===== config.mk =====
export PLATFORM = sky130hd
export DESIGN_NAME = io_input_ctrl
export DESIGN_NICKNAME = d
export VERILOG_FILES = /design/src/rtl/io_input_pkg.sv /design/src/rtl/io_input_ctrl_btn_debounce.sv /design/src/rtl/io_input_ctrl.sv
export SDC_FILE = /design/constraint.sdc
export NUM_CORES = 1
export LEC_CHECK = 0
export ABC_CLOCK_PERIOD_IN_PS = 4000
export CAP_MARGIN = 40
export CORE_MARGIN = 4
export CORE_UTILIZATION = 55
export DETAILED_ROUTE_END_ITERATION = 8
export MAX_ROUTING_LAYER = met4
export PLACE_DENSITY_LB_ADDON = 0.12
export RECOVER_POWER = 100
export SLEW_MARGIN = 10
export SYNTH_ARGS = -nofsm -noshare
export SYNTH_HDL_FRONTEND = slang
export SYNTH_SLANG_ARGS = --single-unit

===== constraint.sdc =====
create_clock -name clock -period 4 [get_ports clock]
set_clock_uncertainty 0.1 [all_clocks]
set_input_delay 0.8 -clock clock [delete_from_list [all_inputs] [get_ports clock]]
set_output_delay 0.8 -clock clock [all_outputs]
set_load 0.01 [all_outputs]

===== src/rtl/io_input_pkg.sv =====
// Shared types and constants for the IO input window: debounce FSM states,
// default window base address and the switch-reader sub-addresses.
package io_input_pkg;

    typedef enum logic [1:0] {
        RELEASED     = 2'd0,
        PRESS_WAIT   = 2'd1,
        PRESSED      = 2'd2,
        RELEASE_WAIT = 2'd3
    } deb_state_e;

    localparam logic [31:0] IO_BASE_DEFAULT = 32'hFFFF_FC70;

    localparam logic [2:0] SW_LO  = 3'b000;
    localparam logic [2:0] SW_LO2 = 3'b001;
    localparam logic [2:0] SW_HI  = 3'b010;
    localparam logic [2:0] SUBMIT = 3'b011;
    localparam logic [2:0] STATUS = 3'b100;

endpackage


===== src/rtl/io_input_ctrl_btn_debounce.sv =====
// btn_debounce: 2-flop synchronizer, four-state debounce FSM with a saturating
// stability counter, and a registered one-cycle pulse on an accepted press.
module btn_debounce
    import io_input_pkg::*;
#(
    parameter int DEBOUNCE_CYCLES = 20000
) (
    input  logic clock,
    input  logic reset,
    input  logic btn_i,
    output logic rise_o
);

    localparam int               CNT_W    = $clog2(DEBOUNCE_CYCLES + 1);
    localparam logic [CNT_W-1:0] CNT_SAT  = CNT_W'(DEBOUNCE_CYCLES);
    localparam logic [CNT_W-1:0] CNT_LAST = CNT_W'(DEBOUNCE_CYCLES - 1);
    localparam logic [CNT_W-1:0] CNT_ONE  = CNT_W'(1);
    // With a one-cycle window the first stable sample already qualifies.
    localparam bit               SINGLE   = (DEBOUNCE_CYCLES <= 1);

    logic [1:0]       sync_q;
    logic             level;
    deb_state_e       state_q;
    logic [CNT_W-1:0] cnt_q;
    logic             rise_q;

    function automatic logic [CNT_W-1:0] sat_inc(input logic [CNT_W-1:0] c);
        return (c >= CNT_SAT) ? c : c + CNT_ONE;
    endfunction

    always_ff @(posedge clock or posedge reset) begin
        if (reset) begin
            sync_q <= 2'b00;
        end else begin
            sync_q <= {sync_q[0], btn_i};
        end
    end

    assign level = sync_q[1];

    // The entry cycle into a WAIT state counts as the first stable sample.
    always_ff @(posedge clock or posedge reset) begin
        if (reset) begin
            state_q <= RELEASED;
            cnt_q   <= '0;
            rise_q  <= 1'b0;
        end else begin
            rise_q <= 1'b0;
            case (state_q)
                RELEASED: begin
                    if (level) begin
                        if (SINGLE) begin
                            state_q <= PRESSED;
                            rise_q  <= 1'b1;
                        end else begin
                            state_q <= PRESS_WAIT;
                            cnt_q   <= CNT_ONE;
                        end
                    end
                end
                PRESS_WAIT: begin
                    if (!level) begin
                        state_q <= RELEASED;
                        cnt_q   <= '0;
                    end else if (cnt_q >= CNT_LAST) begin
                        state_q <= PRESSED;
                        cnt_q   <= '0;
                        rise_q  <= 1'b1;
                    end else begin
                        cnt_q <= sat_inc(cnt_q);
                    end
                end
                PRESSED: begin
                    if (!level) begin
                        if (SINGLE) begin
                            state_q <= RELEASED;
                        end else begin
                            state_q <= RELEASE_WAIT;
                            cnt_q   <= CNT_ONE;
                        end
                    end
                end
                RELEASE_WAIT: begin
                    if (level) begin
                        state_q <= PRESSED;
                        cnt_q   <= '0;
                    end else if (cnt_q >= CNT_LAST) begin
                        state_q <= RELEASED;
                        cnt_q   <= '0;
                    end else begin
                        cnt_q <= sat_inc(cnt_q);
                    end
                end
                default: begin
                    state_q <= RELEASED;
                    cnt_q   <= '0;
                end
            endcase
        end
    end

    assign rise_o = rise_q;

endmodule


===== src/rtl/io_input_ctrl.sv =====
// io_input_ctrl: memory-mapped input window decode plus sticky, read-to-clear
// button event flags. Define IO_INPUT_OVF_EN to add the evt_overflow output.
module io_input_ctrl
    import io_input_pkg::*;
#(
    parameter int          DEBOUNCE_CYCLES = 20000,
    parameter logic [31:0] IO_BASE         = IO_BASE_DEFAULT
) (
    input  logic        clock,
    input  logic        reset,
    input  logic        btn_submit,
    input  logic        btn_status,
    input  logic [31:0] addr,
    input  logic        io_read,
    output logic        switch_ctrl,
    output logic [2:0]  switch_addr,
    output logic        submit_evt,
`ifdef IO_INPUT_OVF_EN
    output logic        status_evt,
    output logic        evt_overflow
`else
    output logic        status_evt
`endif
);

    localparam logic [27:0] BASE_HI = IO_BASE[31:4];

    logic submit_rise;
    logic status_rise;
    logic rd_submit;
    logic rd_status;
    logic submit_evt_q;
    logic submit_evt_d;
    logic status_evt_q;
    logic status_evt_d;

    btn_debounce #(
        .DEBOUNCE_CYCLES(DEBOUNCE_CYCLES)
    ) u_deb_submit (
        .clock  (clock),
        .reset  (reset),
        .btn_i  (btn_submit),
        .rise_o (submit_rise)
    );

    btn_debounce #(
        .DEBOUNCE_CYCLES(DEBOUNCE_CYCLES)
    ) u_deb_status (
        .clock  (clock),
        .reset  (reset),
        .btn_i  (btn_status),
        .rise_o (status_rise)
    );

    // Only even offsets 0x0..0x8 of the window map to switch-reader registers.
    assign switch_ctrl = io_read && (addr[31:4] == BASE_HI) &&
                         (addr[3:0] <= 4'h8) && !addr[0];
    assign switch_addr = addr[3:1];

    // A new press beats a coincident clearing read so no event is lost.
    always_comb begin
        rd_submit    = switch_ctrl && io_read && (switch_addr == SUBMIT);
        rd_status    = switch_ctrl && io_read && (switch_addr == STATUS);
        submit_evt_d = submit_rise || (submit_evt_q && !rd_submit);
        status_evt_d = status_rise || (status_evt_q && !rd_status);
    end

    always_ff @(posedge clock or posedge reset) begin
        if (reset) begin
            submit_evt_q <= 1'b0;
            status_evt_q <= 1'b0;
        end else begin
            submit_evt_q <= submit_evt_d;
            status_evt_q <= status_evt_d;
        end
    end

    assign submit_evt = submit_evt_q;
    assign status_evt = status_evt_q;

`ifdef IO_INPUT_OVF_EN
    logic ovf_set;
    logic rd_any;
    logic ovf_q;
    logic ovf_d;

    // Overflow marks a press merged into a flag that software has not yet read.
    always_comb begin
        ovf_set = (submit_rise && submit_evt_q && !rd_submit) ||
                  (status_rise && status_evt_q && !rd_status);
        rd_any  = rd_submit || rd_status;
        ovf_d   = ovf_q;
        if (ovf_set) begin
            ovf_d = 1'b1;
        end else if (rd_any) begin
            ovf_d = 1'b0;
        end
    end

    always_ff @(posedge clock or posedge reset) begin
        if (reset) begin
            ovf_q <= 1'b0;
        end else begin
            ovf_q <= ovf_d;
        end
    end

    assign evt_overflow = ovf_q;
`endif

endmodule


# After elaboration in Yosys (flattened, before gate mapping)
# Cells that the tools add are included.
# classes
n_addsub	2
magnitude_cmp	5
n_eq_ne	17
n_mux	34
n_reduce_logical	19
# ops
op	count
$mux W15	12
$pmux W15 S4	2
$ge A15 B15 Y1 const B	4
$add A15 B1 Y15 const B	2
$eq A28 B28 Y1 const B	1
$mux W2	12
$pmux W2 S4	2
$eq A2 B2 Y1 const B	4
$logic_and A1 B1 Y1	8
$reduce_and A4 Y1	2
$mux W1	6
$ne A3 B1 Y1 const B	2
$ne A3 B3 Y1 const B	2
$eq A2 B1 Y1 const B	2
$le A4 B4 Y1 const B	1
$logic_not A2 Y1	2
$ne A2 B1 Y1 const B	2
$ne A2 B2 Y1 const B	2
$reduce_and A2 Y1	2
$eq A3 B2 Y1 const B	1
$eq A3 B3 Y1 const B	1
$logic_not A1 Y1	3
$logic_or A1 B1 Y1	2
# word_totals
regBits	42
input_bits	37
output_inout_bits	6
elab_cells	87

# Longest topological paths before layout
# Gate-level depths: netlist (run 1).
# logic_depth
ltp_word	9
ltp_mapped	7
depth_no_buf	6

# Hierarchy
# A second synthesis (run 1) with hierarchy kept.
# unflattened
hier_cells	299
hier_area_um2	2805.2
# by_module_without_submodules
mod	n_inst	cells_each	area_each_um2	seq_area_each_um2
btn_debounce	2	137	1298.7	500.5
io_input_ctrl	1	25	207.7	50.0

# Worst setup path before layout (run 1)
# Ideal clock, no wire load.
# synth_timing
path_type	input-to-output
start	input addr[7]
end	output switch_ctrl
arrival_ns	1.924
t_required_ns	3.100
setup_slack_ns	1.176
cell_stages	4
path_buffers	0
cell_sequence	or4b_2 > nor4_1 > nand3_1 > inv_1
# synth_via
elab_chain_len	4
# synth_rtl
element	line	source
start: declaration	io_input_ctrl.sv:13	input logic [31:0] addr,
$eq A28 B28 Y1	io_input_ctrl.sv:56	assign switch_ctrl = io_read && (addr[31:4] == BASE_HI) &&
$logic_and A1 B1 Y1 (2 in series)	io_input_ctrl.sv:56	
$logic_and A1 B1 Y1	io_input_ctrl.sv:57	(addr[3:0] <= 4'h8) && !addr[0];
end: declaration	io_input_ctrl.sv:15	output logic switch_ctrl,
# Every way passes these cells.

# Final worst setup path (run 1)
# Same ends and word-level chain as after synthesis.

==> results of run 1 <==
-- Yosys cell counts (3+ instances only) --
master	n	area (sq um)
nand3_1	17	85.1
nor4_1	5	31.3
and3_1	3	18.8
o2111ai_1	6	52.6
nand2_1	26	97.6
o31ai_1	3	22.5
nor2_1	22	82.6
a31oi_1	16	100
a41oi_1	3	26.3
o21a_1	3	22.5
nor3b_1	3	22.5
and2_1	4	25.0
nand4_1	17	106
a21oi_1	10	50.1
xor2_1	4	35.0
clkbuf_1	5	18.8
a21o_1	4	30.0
o21ai_0	11	55.1
o211ai_1	5	37.5
ha_1	4	50.1
nor3_1	3	15.0
inv_1	12	45.0
buf_4	3	22.5
dfrtp_1	42	1050
buf_2	4	20.0
-- report_power, final --
part           leakage [nW]  switching [mW]  internal, mW  total, mW
Sequential            0.565          0.0278         0.444      0.472
Combinational         0.566          0.0522        0.0601      0.112
Clock                0.0431           0.133         0.133      0.266
Total                  1.17           0.213         0.637      0.850
-- layer usage --
layer  wire [microns]  up-vias
met1             2560     1083
met3              203       14
li1                 -     1126
met5                0        -
met4              101        0
met2             2980       57
-- layout by cell type (no fill, tap or decap), types with 3 or more instances in the layout --
master            n
a31oi_1          17
a41oi_1           3
ha_1              4
nand2b_1          3
nor2_1           22
a21o_1            4
o21a_1            3
clkbuf_8          6
dlygate4sd3_1     8
a2111oi_0         3
nor4_1            6
nand3_1          17
clkbuf_1          4
and2_1            3
o211ai_1          5
nor3b_1           3
dfrtp_1          42
nor3_1            3
o31ai_1           3
nand4_1          17
o21ai_0          11
o2111ai_1         6
xor2_1            4
inv_1            12
and3_1            3
clkdlybuf4s50_1  34
a21oi_1          10
nand2_1          26
-- worst register-to-register path, cell delays in order, from the launching register on --
cell	delay, ps
dfrtp_1	500
ha_1	310
or3b_2	460
a2111oi_0	900
a211oi_1	250
clkbuf_1	340
nand2_1	320
o22ai_1	140
-- worst max path at each step --
stage	startpoint	depth (start not counted)	end
finish	addr[7]	6	switch_ctrl
global route	addr[7]	6	switch_ctrl
CTS	addr[7]	6	switch_ctrl
detailed placement	addr[7]	6	switch_ctrl
global placement	addr[7]	6	switch_ctrl
floorplan	addr[7]	4	switch_ctrl
-- flip-flops by register name, indices dropped and copies added, names as in the netlist, named ones only --
register and flops:
u_deb_status.cnt_q 15, u_deb_submit.cnt_q 15, u_deb_status.sync_q 2, u_deb_submit.sync_q 2, status_evt 1, submit_evt 1, u_deb_status.rise_o 1, u_deb_status.state_q 1
u_deb_submit.rise_o 1, u_deb_submit.state_q 1
-- area by class of cell --
type / count / area, sq um / share of cell area, %
Clock buffer: 6 / 82.6 / 2.79
Inverter: 12 / 45.0 / 1.52
Multi-Input combinational cell: 208 / 1280 / 43.3
Sequential cell: 42 / 1050 / 35.5
Tap cell: 52 / 65.1 / 2.20
Timing Repair Buffer: 46 / 435 / 14.7
-- logic make-up (layout without fill, tap and decap cells) --
family,Yosys count,count (layout)
multiplexers,3,3
flip-flops,42,42
AND/OR/NAND/NOR,117,117
XOR/XNOR,4,4
adder cells (fa/ha/maj),4,4
buffers and inverters,25,64
AO/OA/AOI/OAI,80,80
==> run metrics, run 1 <==
status=finished clean; fmax=264 MHz; dpl cell area=2950 sq um; hpwl dp=4.41 mm; Final Cycle Share=94.8%; area delta synth->final=18.8%; post-synthesis xor/xnor area fraction=1.41%; Synth cell types=57; diode count=0; share of cells above drive strength 1=4.46%; GR Util met2=40.1%; DP Worst Slack=208 ps; CP endpoint kind=primary output; vias in the first global route=2,199; H-tree depth=2; Initial DRC Count=173; peak supply drop=0.220 mV; synthesized-area fraction occupied by and/or/nand/nor cells=24.9%; placed cells=360; first-pass GRT wire length=10.2 mm; largest net degree at the start of global routing=22; max cap viols=0; maximum fanout along the worst path=2; r2r startpoint=u_deb_submit.cnt_q[0]; pwr/cell area=287 nW/um^2; Root Driver=clkbuf_8; minimum clock period=3790 ps; Tot Pwr=850 uW; Detail Route Antenna Nets=0; Post-Syn Area per Cell=9.06 sq um; Fillers=359; clock sink count=42; post-route setup slack=206 ps; Primary FF master, synth=dfrtp_1; CTS tree=yes; detailed-route DRC error count=0; grt ovf=0; post-cts hold buffer count=0; Avg WL per Cell=15.9 microns; clk slew on worst S/H paths=70 ps; Hold Path Sink=u_deb_submit.sync_q[1]; number of cells on the worst hold path=0; Total GRT Usage=23.6%; cell row count=24; cts bufs inserted=5; Synth Area in Compound Gates=23.6%; final std cells w/o fill=366; Die H=75.3 microns; WL final=5.84 mm; Final Hold Viols=0; Initial Utilization=56.8%; Worst Hold Launch=u_deb_submit.sync_q[0]; busiest grt layer=met2; Synth Instances=275; crit path cell chain=clkdlybuf4s50_1, or4b_2, nor4_1, nand3_1, inv_1, clkdlybuf4s50_1; Post-Synth Adder-Cell Area=2.01%; Seq/Total Area, Yosys=42.2%; max_slew headroom=30.8%; Worst path most repeated cell=clkdlybuf4s50_1; M3 GR Usage=4.09%; Synth Register Bits=42; DIE WIDTH=75.3 microns; Slowest-stage cell, CP=or4b_2; fin. max-slew vios=0; mux contribution to synthesized area=1.46%; critical path's largest stage delay=660 ps; io pins=43; setup TNS=0 ps; main combinational cell family by area after synthesis=simple AND/OR/NAND/NOR gates; core region area=4380 sq um; Nets=356; die area=5670 sq um; Post-synth EDFFs=0; Via density=6.23; maximum root-to-sink buffer count=2; YS warnings=0; Syn Std Cell Area=2490 sq um; final hold slack=253 ps; Post-synth ARST share=100%; PostCTS Resize Cnt=0; Critical path buffers and inverters=3; post-layout util=67.5%; # Post-CTS Setup Buffers=0; LEAKAGE=1.17 nW; RD Place Congestion=0.899; CP Launch Type=input port; register-to-register setup slack=550 ps; end of the worst register-to-register path=u_deb_submit.cnt_q[6]; HP Class=reg2reg; CP top delay family=simple AND/OR/NAND/NOR gates; CP Data Required Time=3100 ps; Clk Latency, worst-skew pair=290 ps; reg2reg path depth=7; crit path DAT=2890 ps; Tightest Pin Transition=1010 ps; met1 Resource Use GR=28.8%; final setup fails=0; RSZ-0062 raised after global routing=no; WS Path Type=in2out; initial antenna violation count=0; Initial DRT Pass Iterations=4; via count=2,280; net count after synthesis=316; IO buf count=42; Final Cell Area=2960 sq um
No activity file was read; power rests on OpenSTA's default activity.
==> run 2, diff against run 1 <==
SLEW_MARGIN = 20   (was 10)
==> run 2 against run 1 <==
  * Clock power about the same
  * Cell area grew 0.13%
  * Global-route usage stayed put
  * Sequential cell count unchanged
  * Wire length increased by 0.45%
  * Sequential power hardly changed
  * Critical path depth unchanged
  * Highest routed layer unchanged
  * Sequential share of layout area is essentially flat
  * Cell count rose by 0.27%
  * Register-to-register slack is essentially flat
==> run metrics, run 2 (synthesis results as in run 1) <==
DIE WIDTH=75.3 microns; clock sink count=42; io pins=43; cts bufs inserted=5; placed cells=360; final std cells w/o fill=367; setup TNS=0 ps; commonest cells after routing, fill and taps aside=42 x dfrtp_1, 34 x clkdlybuf4s50_1, 26 x nand2_1; hpwl dp=4.41 mm; Total GRT Usage=23.6%; Detail Route Antenna Nets=0; initial antenna violation count=0; CP Data Required Time=3100 ps; cell row count=24; RSZ-0062 raised after global routing=no; area delta synth->final=18.9%; crit path DAT=2890 ps; max_slew headroom=30.1%; WL final=5.86 mm; post-cts hold buffer count=0; via count=2,291; CP endpoint kind=primary output; WS Path Type=in2out; Initial Utilization=56.8%; top flop regs=u_deb_status.cnt_q (15), u_deb_submit.cnt_q (15); pwr/cell area=287 nW/um^2; CTS tree=yes; Initial DRC Count=147; commonest non-fill, non-tap cell in the layout=dfrtp_1; max cap viols=0; Root Driver=clkbuf_8; Avg WL per Cell=16.0 microns; peak supply drop=0.220 mV; Nets=357; IO buf count=42; share of cells above drive strength 1=4.44%; clk slew on worst S/H paths=70 ps; LEAKAGE=1.18 nW; CP Launch Type=input port; final hold slack=253 ps; PostCTS Resize Cnt=0; status=finished clean; Via density=6.24; Initial DRT Pass Iterations=4; largest net degree at the start of global routing=22; Final Hold Viols=0; post-layout util=67.6%; maximum root-to-sink buffer count=2; # Post-CTS Setup Buffers=0; RD Place Congestion=0.899; diode count=0; HP Class=reg2reg; fin. max-slew vios=0; die area=5670 sq um; core region area=4380 sq um; Fillers=363; minimum clock period=3790 ps; Tightest Pin Transition=1050 ps; vias in the first global route=2,199; Final Cycle Share=94.8%; maximum fanout along the worst path=2; Die H=75.3 microns; first-pass GRT wire length=10.2 mm; H-tree depth=2; grt ovf=0; fmax=264 MHz; final setup fails=0; detailed-route DRC error count=0; Clk Latency, worst-skew pair=290 ps
==> run 2: worst paths after layout <==
path | start | end | slack, ps | depth (start not counted)
max in group asynchronous | reset | u_deb_status.cnt_q[3] | 1570 | 4
setup reg to reg | u_deb_submit.cnt_q[0] | u_deb_submit.cnt_q[6] | 560 | 7
min in group asynchronous | reset | async pin | 1010 | 3
hold / removal | u_deb_submit.sync_q[0] | u_deb_submit.sync_q[1] | 250 | 0
hold reg to reg | u_deb_submit.sync_q[0] | u_deb_submit.sync_q[1] | 250 | 0
setup / recovery | addr[7] | switch_ctrl | 210 | 6
==> run 2: cell type report <==
type / count / area, sq um / area share (%)
Sequential cell: 42 / 1050 / 35.5
Inverter: 12 / 45.0 / 1.52
Multi-Input combinational cell: 208 / 1280 / 43.2
Timing Repair Buffer: 47 / 439 / 14.8
Clock buffer: 6 / 82.6 / 2.79
Tap cell: 52 / 65.1 / 2.20
==> run 2: layer usage <==
metal / up-vias / GRT usage (%) / share of wire (%)
met1: 1087 / 28.8 / 43
met2: 72 / 40.1 / 51
met5: - / - / 0
li1: 1122 / - / -
met3: 10 / 4.09 / 4.1
met4: 0 / 6.99 / 1.6
==> run 2: worst max-delay path, stage by stage <==
cell	delay [ps]
clkdlybuf4s50_1	390
or4b_2	660
nor4_1	280
nand3_1	160
inv_1	80
clkdlybuf4s50_1	530
==> run 2: stage by stage <==
stage / cell area (sq um) / setup slack [ps] / power (mW)
after global placement: 2940 / 243 / 0.592
final: 2960 / 206 / 0.850
after detailed placement: 2950 / 208 / 0.597
after CTS: 3030 / 208 / 0.865
after global routing: 2960 / 93.8 / 0.895
after floorplan: 2490 / 1180 / 0.539
==> run 2: power by group <==
part           switching [mW]  internal, mW  leakage (nW)
sequential             0.0276         0.444         0.565
clock                   0.133         0.133        0.0431
combinational          0.0524        0.0604         0.567
total                   0.213         0.637          1.18
==> run 3, diff against run 2 <==
TNS_END_PERCENT = 30   (was unset)
==> results of run 3 <==
The final DEF is identical to that of run 2; final timing and power are the same.
